[src/rtl/binary_game_pkg.sv]
// Shared definitions for the binary guessing game: round states, LFSR constants
// and the score width used by both the round controller and the score logic.
package binary_game_pkg;

    typedef enum logic [1:0] {
        IDLE = 2'd0,
        PLAY = 2'd1,
        WIN  = 2'd2,
        DONE = 2'd3
    } game_state_t;

    localparam logic [7:0] LFSR_SEED = 8'hA5;
    localparam logic [7:0] LFSR_TAPS = 8'hB8;
    localparam int         SCORE_W   = 4;

    // Galois step for x^8+x^6+x^5+x^4+1; a nonzero state never maps to zero.
    function automatic logic [7:0] lfsr_step(input logic [7:0] cur);
        logic [7:0] nxt;
        nxt = {1'b0, cur[7:1]};
        if (cur[0]) begin
            nxt = nxt ^ LFSR_TAPS;
        end else begin
            nxt = nxt;
        end
        return nxt;
    endfunction

endpackage

[src/rtl/lfsr8.sv]
// Free-running 8-bit Galois LFSR supplying pseudo-random round targets.
module lfsr8
    import binary_game_pkg::*;
(
    input  logic       clk,
    input  logic       rst,
    output logic [7:0] value
);

    // Advance one step every cycle regardless of game state.
    always_ff @(posedge clk) begin
        if (rst) begin
            value <= LFSR_SEED;
        end else begin
            value <= lfsr_step(value);
        end
    end

endmodule

[src/rtl/round_judge.sv]
// Round controller: target selection, answer checking, countdown and game-over decision.
// Optional build macro ROUND_JUDGE_MISS_PENALTY_EN deducts PENALTY_SEC per wrong answer.
module round_judge
    import binary_game_pkg::*;
#(
    parameter int TICKS_PER_SEC = 100_000_000,
    parameter int GAME_SECONDS  = 60,
    parameter int WIN_COUNT     = 15,
    parameter int PENALTY_SEC   = 5
) (
    input  logic       clk,
    input  logic       rst,
    input  logic       start,
    input  logic       submit,
    input  logic [7:0] switches,
    output logic [7:0] target,
    output logic       is_equal,
    output logic       game_end,
    output logic [5:0] time_left
);

    localparam int                  TICK_W    = (TICKS_PER_SEC > 1) ? $clog2(TICKS_PER_SEC) : 1;
    localparam logic [TICK_W-1:0]   TICK_MAX  = TICK_W'(TICKS_PER_SEC - 1);
    localparam logic [5:0]          TIME_INIT = 6'(GAME_SECONDS);
    localparam logic [SCORE_W-1:0]  HIT_GOAL  = SCORE_W'(WIN_COUNT);
    localparam logic [6:0]          PENALTY   = 7'(PENALTY_SEC);
`ifdef ROUND_JUDGE_MISS_PENALTY_EN
    localparam logic                MISS_PENALTY_EN = 1'b1;
`else
    localparam logic                MISS_PENALTY_EN = 1'b0;
`endif

    game_state_t         state_r, state_s;
    logic [7:0]          lfsr_s;
    logic [7:0]          target_r, target_s;
    logic                is_equal_r, is_equal_s;
    logic [5:0]          time_r, time_s;
    logic [SCORE_W-1:0]  hit_r, hit_s, hit_inc_s;
    logic [TICK_W-1:0]   tick_r, tick_s;
    logic                submit_q_r;
    logic                done_r;
    logic                sub_ev_s, match_s, wrap_s, timeout_s;
    logic [6:0]          drop_s;

    lfsr8 u_lfsr (
        .clk   (clk),
        .rst   (rst),
        .value (lfsr_s)
    );

    assign sub_ev_s  = submit & ~submit_q_r;
    assign match_s   = (switches == target_r);
    assign wrap_s    = (tick_r == TICK_MAX);
    // Only a tick that lands on the last second is a timeout; it beats any submit.
    assign timeout_s = wrap_s & (time_r <= 6'd1);
    assign hit_inc_s = hit_r + 1'b1;
    assign drop_s    = PENALTY + {6'd0, wrap_s};

    // Next-state and datapath decisions for the round FSM.
    always_comb begin
        state_s    = state_r;
        target_s   = target_r;
        is_equal_s = 1'b0;
        time_s     = time_r;
        hit_s      = hit_r;
        tick_s     = tick_r;
        case (state_r)
            IDLE: begin
                if (start) begin
                    target_s = lfsr_s;
                    tick_s   = '0;
                    state_s  = PLAY;
                end else begin
                    state_s  = IDLE;
                end
            end
            PLAY: begin
                if (wrap_s) begin
                    tick_s = '0;
                end else begin
                    tick_s = tick_r + 1'b1;
                end
                if (timeout_s) begin
                    time_s  = 6'd0;
                    state_s = DONE;
                end else if (sub_ev_s && match_s) begin
                    is_equal_s = 1'b1;
                    hit_s      = hit_inc_s;
                    target_s   = lfsr_s;
                    time_s     = time_r - {5'd0, wrap_s};
                    if (hit_inc_s == HIT_GOAL) begin
                        state_s = WIN;
                    end else begin
                        state_s = PLAY;
                    end
                end else if (sub_ev_s && (MISS_PENALTY_EN == 1'b1)) begin
                    if ({1'b0, time_r} <= drop_s) begin
                        time_s  = 6'd0;
                        state_s = DONE;
                    end else begin
                        time_s  = 6'({1'b0, time_r} - drop_s);
                    end
                end else begin
                    time_s = time_r - {5'd0, wrap_s};
                end
            end
            // One-cycle stop so the final is_equal pulse precedes game_end.
            WIN: begin
                state_s = DONE;
            end
            DONE: begin
                state_s = DONE;
            end
            default: begin
                state_s = IDLE;
            end
        endcase
    end

    // State and output registers with synchronous reset.
    always_ff @(posedge clk) begin
        if (rst) begin
            state_r    <= IDLE;
            target_r   <= 8'h00;
            is_equal_r <= 1'b0;
            time_r     <= TIME_INIT;
            hit_r      <= '0;
            tick_r     <= '0;
            submit_q_r <= 1'b0;
            done_r     <= 1'b0;
        end else begin
            state_r    <= state_s;
            target_r   <= target_s;
            is_equal_r <= is_equal_s;
            time_r     <= time_s;
            hit_r      <= hit_s;
            tick_r     <= tick_s;
            submit_q_r <= submit;
            done_r     <= (state_s == DONE);
        end
    end

    assign target    = target_r;
    assign is_equal  = is_equal_r;
    assign time_left = time_r;
    // Masked by rst so sinks that prioritise game_end over rst still clear.
    assign game_end  = done_r & ~rst;

endmodule

[config.mk]
export PLATFORM = sky130hd
export DESIGN_NAME = round_judge
export DESIGN_NICKNAME = d
export VERILOG_FILES = /design/src/rtl/binary_game_pkg.sv /design/src/rtl/lfsr8.sv /design/src/rtl/round_judge.sv
export SDC_FILE = /design/constraint.sdc
export NUM_CORES = 1
export LEC_CHECK = 0
export ABC_CLOCK_PERIOD_IN_PS = 3400
export CAP_MARGIN = 20
export CORE_MARGIN = 2
export CORE_UTILIZATION = 35
export CTS_BUF_LIST = sky130_fd_sc_hd__clkbuf_2
export CTS_CLUSTER_DIAMETER = 40
export DETAILED_ROUTE_END_ITERATION = 10
export PLACE_DENSITY = 0.62
export SKIP_CTS_REPAIR_TIMING = 1
export SLEW_MARGIN = 20
export SYNTH_ARGS = -nofsm -noshare
export SYNTH_HDL_FRONTEND = slang
export SYNTH_HIERARCHICAL = 1
export SYNTH_SLANG_ARGS = --single-unit
[constraint.sdc]
create_clock -name clk -period 3.4 [get_ports clk]
set_input_delay 0.51 -clock clk [delete_from_list [all_inputs] [get_ports clk]]
set_output_delay 0.51 -clock clk [all_outputs]
set_load 0.05 [all_outputs]
**After elaboration in Yosys (flattened, before gate mapping)**

Index checks and enable logic that the tools add are counted.

- Add/sub/neg operators: 3
- $lt $le $gt $ge: 1
- Equal/unequal tests: 10
- Mux-type cells: 15
- Bitwise operators: 8
- Reductions and logical operators: 8

Operator list:

| cell | count |
|---|---|
| $mux 27 | 2 |
| $pmux 27 s2 | 1 |
| $mux 8 | 4 |
| $add 27x1->27 const B | 1 |
| $eq 27x27->1 const B | 1 |
| $pmux 8 s2 | 1 |
| $eq 8x8->1 | 1 |
| $eq 2x2->1 const B | 3 |
| $le 6x1->1 const B | 1 |
| $mux 2 | 3 |
| $mux 6 | 1 |
| $ne 2x2->1 const B | 3 |
| $pmux 2 s3 | 1 |
| $sub 6x1->6 | 1 |
| $add 4x1->4 const B | 1 |
| $eq 4x4->1 const B | 1 |
| $not 1->1 | 4 |
| $not 3->4 | 1 |
| $reduce_and 4->1 | 1 |
| $and 1x1->1 | 3 |
| $reduce_and 3->1 | 1 |
| $reduce_or 3->1 | 1 |
| $eq 2x1->1 const B | 1 |
| $logic_not 2->1 | 1 |
| 5 further kinds | 6 |

- Flip-flop bits (word level): 58
- Output and inout bits: 16

**Logic depth before layout (Yosys ltp)**

- Word-level depth: 7
- Depth in mapped cells: 9
- Gate-level depth less buffers: 9

**Cells and area by module**

The synthesis kept the hierarchy.

Modules (own cells, without submodules):

| module | times used | cells each | area an instance (sq um) | seq. area each (sq um) |
|---|---|---|---|---|
| round_judge | 1 | 337 | 2,760.1 | 1,001.0 |
| lfsr8 | 1 | 19 | 231.5 | 160.2 |

**Least setup slack after synthesis**

Ideal clock, no wire load.

- Path type: register to register
- Start: register tick_r[0]
- End: register time_r[5], in the netlist time_left[5]
- Library setup time: 142 ps
- Data arrival time: 2,177 ps
- Required time: 3,258 ps
- Slack: 1,081 ps
- Stages on the path, launching flop included: 10
- Buffers on the path: 0
- Path through: dfxtp_1 > ha_1 > nand3_1 > or2_2 > nor3_1 > ha_1 > nand3_1 > or4_1 > a21oi_1 > o31ai_1

- Longest elaborated chain between the ends: 3

Ends and longest elaborated chain:

| element | line | source |
|---|---|---|
| from (decl) | round_judge.sv:39 | `logic [TICK_W-1:0] tick_r, tick_s;` |
| from (signal assigned) | round_judge.sv:137 | `tick_r <= tick_s;` |
| $eq 27x27->1 * | round_judge.sv:53 | `assign wrap_s = (tick_r == TICK_MAX);` |
| $sub 6x1->6 / $and 1x1->1 (equally long branches) | round_judge.sv:90, round_judge.sv:104, round_judge.sv:55 |  |
| $mux 6 * | round_judge.sv:83 | `if (timeout_s) begin` |
| to (signal assigned) | round_judge.sv:135 | `time_r <= time_s;` |
| to (decl) | round_judge.sv:37 | `logic [5:0] time_r, time_s;` |

Mark *: on every way between the ends. The rest lies on a longest branch, timed or not.
A chain may end at the register's enable or synchronous reset.

**Worst setup path after layout**

Ends and elaborated chain as after synthesis.

==> flow_metrics.env <==
export IMPL_path_max_fanout=6
export IMPL_yosysSeqAreaShare=0.388
export IMPL_drt_pass1_iterations=4
export IMPL_whs_endpoint="hit_r[0]"
export IMPL_required_ps=3810
export IMPL_drive_above_1_share=0.0990
export IMPL_crit_path_start_kind="flop"
export IMPL_fin_cells=489
export IMPL_pre_cts_ws_ps=814
export IMPL_rows=33
export IMPL_fin_skew_ps=22.2
export IMPL_io_pins=28
export IMPL_max_cap_viol_count=0
export IMPL_grt_pass1_wl_mm=11.6
export IMPL_synth_cell_type_count=54
export IMPL_area_delta_synth_final_pct=15.6
export IMPL_cts_root_buffer="clkbuf_2"
export IMPL_finalHoldViolations=0
export IMPL_cp_end_kind="flop"
export IMPL_cts_tree="done"
export IMPL_grt_overflow=0
export IMPL_clk_pin_slew_worst_paths_ps=190
export IMPL_hold_class="in2reg"
export IMPL_cts_sinks=58
export IMPL_routed_via_density=5.48
export IMPL_max_freq_mhz=391
export IMPL_path_class="reg2reg"
export IMPL_finalSetupViolCount=0
export IMPL_rsz0062_at_grt="no"
export IMPL_clockBufferDepth=2
export IMPL_worst_slew_pin_slew_ps=825
export IMPL_fin_ws_ps=842
export IMPL_report_final_slew_viol_count=0
export IMPL_start_util=0.362
export IMPL_wl_per_cell_um=14.1
export IMPL_avgSynthCellArea_sq_um=8.40
export IMPL_post_route_drc_count=0
export IMPL_irDropWorstVdd_mv=0.221
export IMPL_chipHeight_um=96.5
export IMPL_layout_common_cells="dfxtp_1 (58), nand2_1 (46), nor2_1 (27)"
export IMPL_p_leak_uw=0.00116
export IMPL_powerDensity_nw_per_um2=407
export IMPL_insertion_delay_ps=500
export IMPL_worst_r2r_path_depth=9
export IMPL_initialDrtViolationCount=120
export IMPL_min_path_cells=2
export IMPL_dp_cells=473
export IMPL_synth_seq_cells=58
export IMPL_finalNetCount=396
export IMPL_antenna_found_initial=0
export IMPL_grt_use_total=0.160
export IMPL_r2r_slack_ps=840
export IMPL_antennaDiodeCount=0
export IMPL_core_area_sq_um=8260
export IMPL_post_synth_inst_count=356
export IMPL_ant_nets=0
export IMPL_gp_congestion=0.766
export IMPL_grt_pass1_vias=2519
export IMPL_syn_num_nets=373
export IMPL_cts_made_buffers=9
export IMPL_htreeDepth=3
export IMPL_fin_crit_ps=2560
export IMPL_status="completed"
export IMPL_num_vias=2680
export IMPL_timing_final_crit_share=0.752
export IMPL_die_area_sq_um=9300
export IMPL_max_slew_margin_rel=0.447
export IMPL_synthesis_area_sq_um=2990
export IMPL_grt_max_degree=33
export IMPL_r2r_start="tick_r[0]"
export IMPL_io_buffer_count=27
export IMPL_dp_hpwl_mm=4.76
export IMPL_finalSetupTns_ps=0
export IMPL_yosysWarnings=6
export IMPL_wl_mm=6.90
export IMPL_r2r_end="time_left[5]"
export IMPL_hold_start="rst"
export IMPL_cp_arrival_ps=2970
export IMPL_final_common_cell="dfxtp_1"
export IMPL_fillers=832
export IMPL_die_x_um=96.5
[worst max path at each step]
stage,from,to,slack (ps)
global placement,switches[4],state_r[0],840
global route,tick_r[0],time_left[5],560
floorplan,tick_r[0],time_left[5],1080
CTS,tick_r[0],time_left[5],860
finish,tick_r[0],time_left[5],840
detailed placement,switches[4],state_r[0],810
[cell usage after synthesis, drive strengths merged]
cell type | count | area share
dfxtp | 58 | 0.39
nand2 | 46 | 0.058
nor2 | 27 | 0.034
a21oi | 20 | 0.033
nand3 | 19 | 0.032
o21ai | 17 | 0.032
a311oi | 12 | 0.035
clkbuf | 12 | 0.018
nor3 | 11 | 0.020
inv | 10 | 0.013
buf | 9 | 0.023
mux2i | 9 | 0.030
and4 | 8 | 0.026
nand4 | 8 | 0.017
xor2 | 8 | 0.023
a31oi | 7 | 0.020
nor2b | 7 | 0.015
nor4 | 7 | 0.017
and3 | 6 | 0.013
o31ai | 6 | 0.015
a41oi | 5 | 0.015
ha | 5 | 0.021
or2 | 5 | 0.010
xnor2 | 4 | 0.012
a211oi | 3 | 0.0075
and2 | 3 | 0.0063
nand2b | 3 | 0.0063
mux2 | 2 | 0.0075
o2111ai | 2 | 0.0059
o311ai | 2 | 0.0059
o32ai | 2 | 0.0059
or4 | 2 | 0.0050
a211o | 1 | 0.0029
a221o | 1 | 0.0033
a22oi | 1 | 0.0025
a311o | 1 | 0.0033
clkinv | 1 | 0.0013
nor3b | 1 | 0.0025
nor4b | 1 | 0.0029
o31a | 1 | 0.0033
or3 | 1 | 0.0021
or3b | 1 | 0.0029
or4b | 1 | 0.0033
[state kept, by name, indices dropped and copies added, names as in the netlist]
register	flops
tick_r	27
target	8
u_lfsr/value	8
time_left	6
hit_r	4
state_r	2
done_r	1
is_equal	1
submit_q_r	1
[through the flow]
stage	util	cell area (sq um)	hold slack, ps	total power (uW)
after floorplan	-	2990	408	831
after global placement	0.401	3310	428	881
after detailed placement	0.401	3310	428	883
after CTS	0.419	3460	285	1420
after global routing	0.419	3460	275	1470
final	0.419	3460	333	1410
[where the power goes]
group	leakage [uW]	internal, uW	switching, uW
logic	0.000605	58.4	95.0
registers	0.000472	699	15.8
clock network	0.0000791	249	288
total	0.00116	1010	399
[layer usage]
| layer | global-route usage | vias up | share of wire | wire length [um] |
|---|---|---|---|---|
| met5 | 0 | - | 0 | 0 |
| met4 | 0.0634 | 0 | 0.0077 | 53 |
| met3 | 0.0419 | 4 | 0.045 | 310 |
| met2 | 0.253 | 73 | 0.46 | 3160 |
| met1 | 0.208 | 1241 | 0.49 | 3380 |
| li1 | - | 1362 | - | - |
[cells by family (layout without fill, tap and decap cells)]
kind of cell | Yosys count | in the layout | synth area share
compound gates | 81 | 81 | 0.191
flops | 58 | 58 | 0.388
mux | 11 | 11 | 0.0376
xor+xnor | 12 | 12 | 0.0351
simple gates | 157 | 157 | 0.273
fa+ha+maj | 5 | 5 | 0.0209
buf+inv | 32 | 60 | 0.0548
[layout make-up]
cell class | count | area [sq um] | area share
Multi-Input combinational cell | 266 | 1670 | 0.482
Sequential cell | 58 | 1160 | 0.336
Timing Repair Buffer | 33 | 310 | 0.0898
Tap cell | 105 | 131 | 0.0380
Clock inverter | 7 | 101 | 0.0293
Clock buffer | 9 | 45.0 | 0.0130
Inverter | 11 | 41.3 | 0.0119
[critical path, stage by stage, from the launching register on]
cell and delay [ps]:
dfxtp_1 430, ha_1 210, nand3_1 180, or2_2 350, nor3_1 290, ha_1 240, nand3_1 110, or4_1 430
a21oi_1 150, o31ai_1 80
(Power assumes the default switching activity.)
